===== config.mk =====
export PLATFORM = sky130hd
export DESIGN_NAME = neuron_mac_flat
export DESIGN_NICKNAME = d
export VERILOG_FILES = /design/src/rtl/nn_pkg.sv /design/src/rtl/neuron_mac_if.sv /design/src/rtl/neuron_mac_sat.sv /design/src/rtl/neuron_mac.sv /design/src/flat_wrapper.sv
export SDC_FILE = /design/constraint.sdc
export NUM_CORES = 1
export LEC_CHECK = 0
export BUFFER_PORTS_ARGS = -buffer_cell sky130_fd_sc_hd__clkbuf_2
export CORE_ASPECT_RATIO = 0.75
export CORE_MARGIN = 4
export CORE_UTILIZATION = 44
export DETAILED_ROUTE_END_ITERATION = 7
export PLACE_DENSITY = 0.71
export RECOVER_POWER = 100
export SLEW_MARGIN = 15
export SYNTH_ARGS = -nofsm -noshare
export SYNTH_HDL_FRONTEND = slang
export SYNTH_SLANG_ARGS = --single-unit

===== constraint.sdc =====
create_clock -name Clk -period 6.3 [get_ports Clk]
set_input_delay 0 -clock Clk [delete_from_list [all_inputs] [get_ports Clk]]
set_output_delay 0 -clock Clk [all_outputs]
set_load 0.02 [all_outputs]

===== src/rtl/nn_pkg.sv =====
// Shared neuron definitions: default Q-format widths, FSM state type and the
// rescale/saturate helper that the layer controller also uses.
package nn_pkg;

  localparam int DATA_W_DEF = 16;
  localparam int FRAC_W_DEF = 13;
  localparam int SAT_W      = 64;

  typedef enum logic [1:0] {
    IDLE   = 2'd0,
    ACCUM  = 2'd1,
    FINISH = 2'd2
  } neuron_state_t;

  // Drop frac_w fraction bits (floor toward -inf), then clamp to the signed data_w range.
  function automatic logic signed [SAT_W-1:0] sat_shift(
    input logic signed [SAT_W-1:0] acc,
    input int                      frac_w,
    input int                      data_w
  );
    logic signed [SAT_W-1:0] r;
    logic signed [SAT_W-1:0] hi;
    logic signed [SAT_W-1:0] lo;
    r  = acc >>> frac_w;
    hi = (64'sd1 <<< (data_w - 1)) - 64'sd1;
    lo = -(64'sd1 <<< (data_w - 1));
    if (r > hi) r = hi;
    else if (r < lo) r = lo;
    return r;
  endfunction

endpackage


===== src/rtl/neuron_mac_if.sv =====
// Stream/control bundle between the layer controller (master) and one neuron (slave).
interface neuron_mac_if #(
  parameter int DATA_W = nn_pkg::DATA_W_DEF
);
  logic                     Start;
  logic signed [DATA_W-1:0] Bias;
  logic                     Relu_En;
  logic                     In_Valid;
  logic                     In_Ready;
  logic signed [DATA_W-1:0] X;
  logic signed [DATA_W-1:0] W;
  logic                     Busy;
  logic                     Out_Valid;
  logic signed [DATA_W-1:0] Z;

  modport master (
    output Start, Bias, Relu_En, In_Valid, X, W,
    input  In_Ready, Busy, Out_Valid, Z
  );

  modport slave (
    input  Start, Bias, Relu_En, In_Valid, X, W,
    output In_Ready, Busy, Out_Valid, Z
  );
endinterface


===== src/rtl/neuron_mac_sat.sv =====
// Combinational output stage: rescale the accumulator to Q(FRAC_W) in DATA_W,
// saturate, then optionally clamp negatives to zero.
module neuron_mac_sat
  import nn_pkg::*;
#(
  parameter int ACC_W  = 45,
  parameter int DATA_W = DATA_W_DEF,
  parameter int FRAC_W = FRAC_W_DEF
) (
  input  logic signed [ACC_W-1:0]  acc,
  input  logic                     relu_en,
  output logic signed [DATA_W-1:0] z
);

  logic signed [DATA_W-1:0] rescaled;

  assign rescaled = DATA_W'(sat_shift(SAT_W'(acc), FRAC_W, DATA_W));

  // ReLU applied after saturation so a saturated-low result still maps to zero.
  always_comb begin
    z = rescaled;
    if (relu_en && rescaled[DATA_W-1]) z = '0;
  end

endmodule


===== src/rtl/neuron_mac.sv =====
// Fixed-point neuron: accumulates N_INPUTS signed X*W products onto a shifted
// bias, then emits one rescaled/saturated (optionally ReLU'd) activation.
//
//  state  | meaning
//  IDLE   | waiting for Start; Bias and Relu_En captured on Start
//  ACCUM  | In_Ready high, one product added per accepted pair
//  FINISH | Out_Valid pulse, Z already holds the new activation
module neuron_mac
  import nn_pkg::*;
#(
  parameter int N_INPUTS = 784,
  parameter int DATA_W   = DATA_W_DEF,
  parameter int FRAC_W   = FRAC_W_DEF
) (
  input logic         Clk,
  input logic         Reset,
  neuron_mac_if.slave bus
);

  // Wide enough for N_INPUTS worst-case products plus the shifted bias.
  localparam int ACC_W = 2 * DATA_W + $clog2(N_INPUTS) + 1;
  localparam int CNT_W = (N_INPUTS > 1) ? $clog2(N_INPUTS) : 1;

  neuron_state_t state, state_next;

  logic signed [ACC_W-1:0]    acc;
  logic signed [ACC_W-1:0]    acc_next;
  logic signed [ACC_W-1:0]    bias_acc;
  logic signed [2*DATA_W-1:0] prod;
  logic [CNT_W-1:0]           count;
  logic                       relu_q;
  logic                       xfer;
  logic                       last;
  logic signed [DATA_W-1:0]   z_new;
  logic signed [DATA_W-1:0]   z_q;
  logic                       out_valid_q;

  assign prod     = bus.X * bus.W;
  assign acc_next = acc + ACC_W'(prod);
  assign bias_acc = ACC_W'(bus.Bias) <<< FRAC_W;
  assign xfer     = bus.In_Valid && (state == ACCUM);
  assign last     = xfer && (count == CNT_W'(N_INPUTS - 1));

  // Result is taken from acc_next so Z is already valid in the FINISH cycle.
  neuron_mac_sat #(
    .ACC_W  (ACC_W),
    .DATA_W (DATA_W),
    .FRAC_W (FRAC_W)
  ) u_sat (
    .acc     (acc_next),
    .relu_en (relu_q),
    .z       (z_new)
  );

  // State register.
  always_ff @(posedge Clk) begin
    if (Reset) state <= IDLE;
    else       state <= state_next;
  end

  // Next-state logic.
  always_comb begin
    state_next = state;
    case (state)
      IDLE:    if (bus.Start) state_next = ACCUM;
      ACCUM:   if (last)      state_next = FINISH;
      FINISH:                 state_next = IDLE;
      default:                state_next = IDLE;
    endcase
  end

  // Handshake/status outputs decoded from state.
  always_comb begin
    bus.In_Ready = 1'b0;
    bus.Busy     = 1'b0;
    case (state)
      ACCUM: begin
        bus.In_Ready = 1'b1;
        bus.Busy     = 1'b1;
      end
      FINISH: bus.Busy = 1'b1;
      default: ;
    endcase
  end

  // Accumulator, pair counter and captured ReLU enable.
  always_ff @(posedge Clk) begin
    if (Reset) begin
      acc    <= '0;
      count  <= '0;
      relu_q <= 1'b0;
    end else if (state == IDLE && bus.Start) begin
      acc    <= bias_acc;
      count  <= '0;
      relu_q <= bus.Relu_En;
    end else if (xfer) begin
      acc   <= acc_next;
      count <= count + 1'b1;
    end
  end

  // Output register: Z and the Out_Valid pulse both load on the final transfer.
  always_ff @(posedge Clk) begin
    if (Reset) begin
      z_q         <= '0;
      out_valid_q <= 1'b0;
    end else begin
      out_valid_q <= last;
      if (last) z_q <= z_new;
    end
  end

  assign bus.Z         = z_q;
  assign bus.Out_Valid = out_valid_q;

endmodule

===== src/flat_wrapper.sv =====
// flat-port wrapper written by rule: the top's interface ports become plain ports
module neuron_mac_flat import nn_pkg::*;
#(
  parameter int N_INPUTS = 784,
  parameter int DATA_W   = DATA_W_DEF,
  parameter int FRAC_W   = FRAC_W_DEF
)
  (Clk, Reset, bus_Start, bus_Bias, bus_Relu_En, bus_In_Valid, bus_X, bus_W, bus_In_Ready, bus_Busy, bus_Out_Valid, bus_Z);
  neuron_mac_if #(.DATA_W(DATA_W)) bus_i ();
  input logic Clk;
  input logic Reset;
  input wire logic [$bits(bus_i.Start)-1:0] bus_Start;
  input wire logic [$bits(bus_i.Bias)-1:0] bus_Bias;
  input wire logic [$bits(bus_i.Relu_En)-1:0] bus_Relu_En;
  input wire logic [$bits(bus_i.In_Valid)-1:0] bus_In_Valid;
  input wire logic [$bits(bus_i.X)-1:0] bus_X;
  input wire logic [$bits(bus_i.W)-1:0] bus_W;
  output wire logic [$bits(bus_i.In_Ready)-1:0] bus_In_Ready;
  output wire logic [$bits(bus_i.Busy)-1:0] bus_Busy;
  output wire logic [$bits(bus_i.Out_Valid)-1:0] bus_Out_Valid;
  output wire logic [$bits(bus_i.Z)-1:0] bus_Z;
  assign bus_i.Start = bus_Start;
  assign bus_i.Bias = bus_Bias;
  assign bus_i.Relu_En = bus_Relu_En;
  assign bus_i.In_Valid = bus_In_Valid;
  assign bus_i.X = bus_X;
  assign bus_i.W = bus_W;
  assign bus_In_Ready = bus_i.In_Ready;
  assign bus_Busy = bus_i.Busy;
  assign bus_Out_Valid = bus_i.Out_Valid;
  assign bus_Z = bus_i.Z;
  neuron_mac #(.N_INPUTS(N_INPUTS), .DATA_W(DATA_W), .FRAC_W(FRAC_W)) u_core (.Clk(Clk), .Reset(Reset), .bus(bus_i));
endmodule

==> impl_metrics.json <==
{
  "synth_warnings": 0,
  "end_kind": "register",
  "ys_ff_latch": 73,
  "vias_per_cell": 5.32,
  "dieArea_um2": 41500,
  "die_h_um": 177,
  "clock_latency_ns": 0.37,
  "yosysMostFrequentCell": "inv_1",
  "fin_nets": 2724,
  "ant_nets": 0,
  "status": "complete, but fails checks",
  "min_period_ns": 6.46,
  "clk_path_buf_depth": 2,
  "ys_types": 83,
  "clock-sinks": 73,
  "hpwl_um": 40900,
  "area_growth_pct": 27.0,
  "synth_fp_nets": 2433,
  "synthTopCellsByArea": "fa_1 (41%), ha_1 (9.3%), inv_1 (8.8%), dfxtp_1 (8.7%), nand2_1 (5.8%)",
  "async_reset_ff_share_pct": 0,
  "drt-wirelength-per-cell_um": 18.6,
  "antenna_found_initial": 0,
  "cts_tree": "done",
  "drtPass1Iterations": 6,
  "synth-edff-count": 0,
  "crit_required_ns": 6.54,
  "netlist_instances": 1913,
  "r2r-start": "u_core.acc[15]$_SDFFE_PP0P_",
  "floorplan.initialDensity_pct": 45.0,
  "crit_path_end": "u_core.bus.Z[7]$_SDFFE_PP0P_",
  "fin_worst_skew_ns": 0.0185,
  "grt_max_degree": 48,
  "num_rows": 61,
  "drt_iter0_markers": 987,
  "htreeDepth": 3,
  "n_antenna_cell": 0,
  "startpoint": "bus_W[3]",
  "maxSlewViolCount": 45,
  "synth_ff_type": "dfxtp_1",
  "syn-cell-area_um2": 16800,
  "drt_wl_total_um": 50500,
  "ios": 72,
  "die_x_um": 234,
  "crit_type": "primary input to register",
  "drive_gt1_share_pct": 23.0,
  "cts_buffers": 9,
  "num_vias": 14400,
  "min_period_over_period_pct": 103,
  "grt_pass1_vias": 15900,
  "fill_cells": 3285,
  "globalplace.congestion": 0.928,
  "timing.slew.headroom_pct": -41.5,
  "fin_ws_ns": -0.162,
  "avgSynthCellArea_um2": 8.80,
  "cp-start-kind": "primary input",
  "ctsRootBufferMaster": "clkbuf_16",
  "coreArea_um2": 37400,
  "cp.arrival_ns": 6.70,
  "r2r_setup_slack_ns": 0.28,
  "reg2reg_depth": 22,
  "rsz0062_at_grt": "true",
  "synth_top_area_cell": "fa_1",
  "grt_pass1_wl_um": 82600,
  "r2r_end": "u_core.bus.Z[7]$_SDFFE_PP0P_",
  "hold_viol": 0,
  "yosysSeqAreaShare_pct": 8.68,
  "grt_use_total_pct": 25.4,
  "port_buffers": 71,
  "holdWs_ns": 0.124,
  "cap_violations": 1,
  "synth_top_area_share_pct": 40.7,
  "synth_common_cells": "inv_1 (396), fa_1 (342), nand2_1 (260), ha_1 (125), and2_1 (123)",
  "globalRoute.totalOverflow": 0,
  "violations": "max-capacitance violations, max-slew violations, negative setup slack",
  "setup_viol": 15,
  "fmax_mhz": 155,
  "hp-class": "primary input to register",
  "path_max_fanout": 9,
  "drc_errors": 0,
  "path_clk_slew_ns": 0.05,
  "worst_pin_slew_ns": 2.12
}
## stage by stage
step	std cells	setup slack, ns	setup TNS, ns	utilization, %	cell area, µm²
after floorplan	1913	0.00127	0	-	17100
after global placement	2646	-0.871	-14.59	52.6	19700
after detailed placement	2646	-0.912	-15.27	52.6	19700
after CTS	2702	-0.132	-1.53	56.5	21100
after global routing	2713	-0.393	-5.56	57.1	21400
final	2713	-0.162	-1.65	57.1	21400
## worst min path at each step
| stage | slack [ns] | start | cells past startpoint | end |
|---|---|---|---|---|
| after floorplan | 0.14 | bus_Relu_En | 2 | u_core.relu_q$_SDFFE_PP0P_ |
| after CTS | 0.08 | bus_Bias[6] | 3 | u_core.acc[19]$_SDFFE_PP0P_ |
| final | 0.12 | bus_Bias[6] | 3 | u_core.acc[19]$_SDFFE_PP0P_ |
| after detailed placement | 0.24 | bus_Relu_En | 3 | u_core.relu_q$_SDFFE_PP0P_ |
| after global routing | 0.09 | bus_Bias[6] | 3 | u_core.acc[19]$_SDFFE_PP0P_ |
| after global placement | 0.23 | bus_Relu_En | 3 | u_core.relu_q$_SDFFE_PP0P_ |
## worst max-delay path, cell delays in order
cell and delay [ns]:
clkbuf_16 0.14, and2_4 0.16, fa_2 0.63, fa_2 0.46, buf_12 0.17, fa_2 0.57
inv_4 0.06, fa_2 0.59, inv_4 0.07, fa_1 0.50, fa_1 0.47, ha_4 0.32
nand4_1 0.23, nor3b_4 0.30, inv_2 0.10, o32ai_4 0.39, o211ai_1 0.17, nand2_1 0.17
o221ai_1 0.14, or4_4 0.53, buf_12 0.20, o41ai_4 0.23, nand2_1 0.08
## timing repair
action,CTS,global route
hold endpoints to repair,17,0
pin swaps,59,30
setup endpoints to repair,16,20
cloned,4,1
gates resized for setup,140,50
hold buffers,17,0
buffers inserted,20,12
## layer usage
metal | share of wire [%] | routed length, µm | track usage, % | up-vias
met4 | 1.8 | 894 | 5.96 | 0
met5 | 0 | 0 | 0 | -
li1 | - | - | - | 6561
met1 | 44 | 22200 | 35.6 | 7328
met2 | 46 | 23200 | 40.5 | 484
met3 | 8.3 | 4170 | 5.38 | 67
## cell usage in the layout, fill, tap and decap left out, drive strengths merged, types with 16 or more instances in the layout
cell / Yosys / layout
xor2: 21 / 21
a21oi: 64 / 64
fa: 342 / 342
o211ai: 23 / 23
clkbuf: 66 / 80
and2: 125 / 125
nor3: 16 / 16
ha: 125 / 125
buf: 19 / 275
a31oi: 20 / 20
dfxtp: 73 / 73
nand3: 16 / 16
inv: 396 / 397
nor4b: 16 / 16
dlygate4sd3: 0 / 17
xnor2: 23 / 23
nor2: 84 / 84
nand2: 260 / 260
o21ai: 69 / 69
## logic make-up (layout without fill, tap and decap cells)
logic type,Yosys count,count (layout),synth area share [%]
buffers and inverters,481,777,11.0
and+or+nand+nor,575,575,16.7
AOI/OAI and AO/OA,267,267,11.1
xor gates and xnor gates,44,44,2.29
adders and majority gates,467,467,50.0
muxes,6,6,0.364
DFF,73,73,8.68
## area by class of cell
cell class | count | area [µm²] | share of cell area (%)
clock buffer | 10 | 229 | 1.07
clock inverter | 6 | 90.1 | 0.421
inverter | 396 | 1490 | 6.98
multi-input combinational | 1359 | 14300 | 66.8
sequential | 73 | 1460 | 6.84
tap | 504 | 631 | 2.95
timing repair buffer | 365 | 3190 | 14.9
## flip-flops by register name, summed over array words and instances (netlist names)
signal	count
u_core.acc	43
u_core.relu_q	1
u_core.bus.Z	16
u_core.count	10
u_core.bus.Out_Valid	1
u_core.state	2
Power is left out: the tool's default activity adds up to more than one toggle a clock period on the data nets, which glitch-free logic cannot reach.
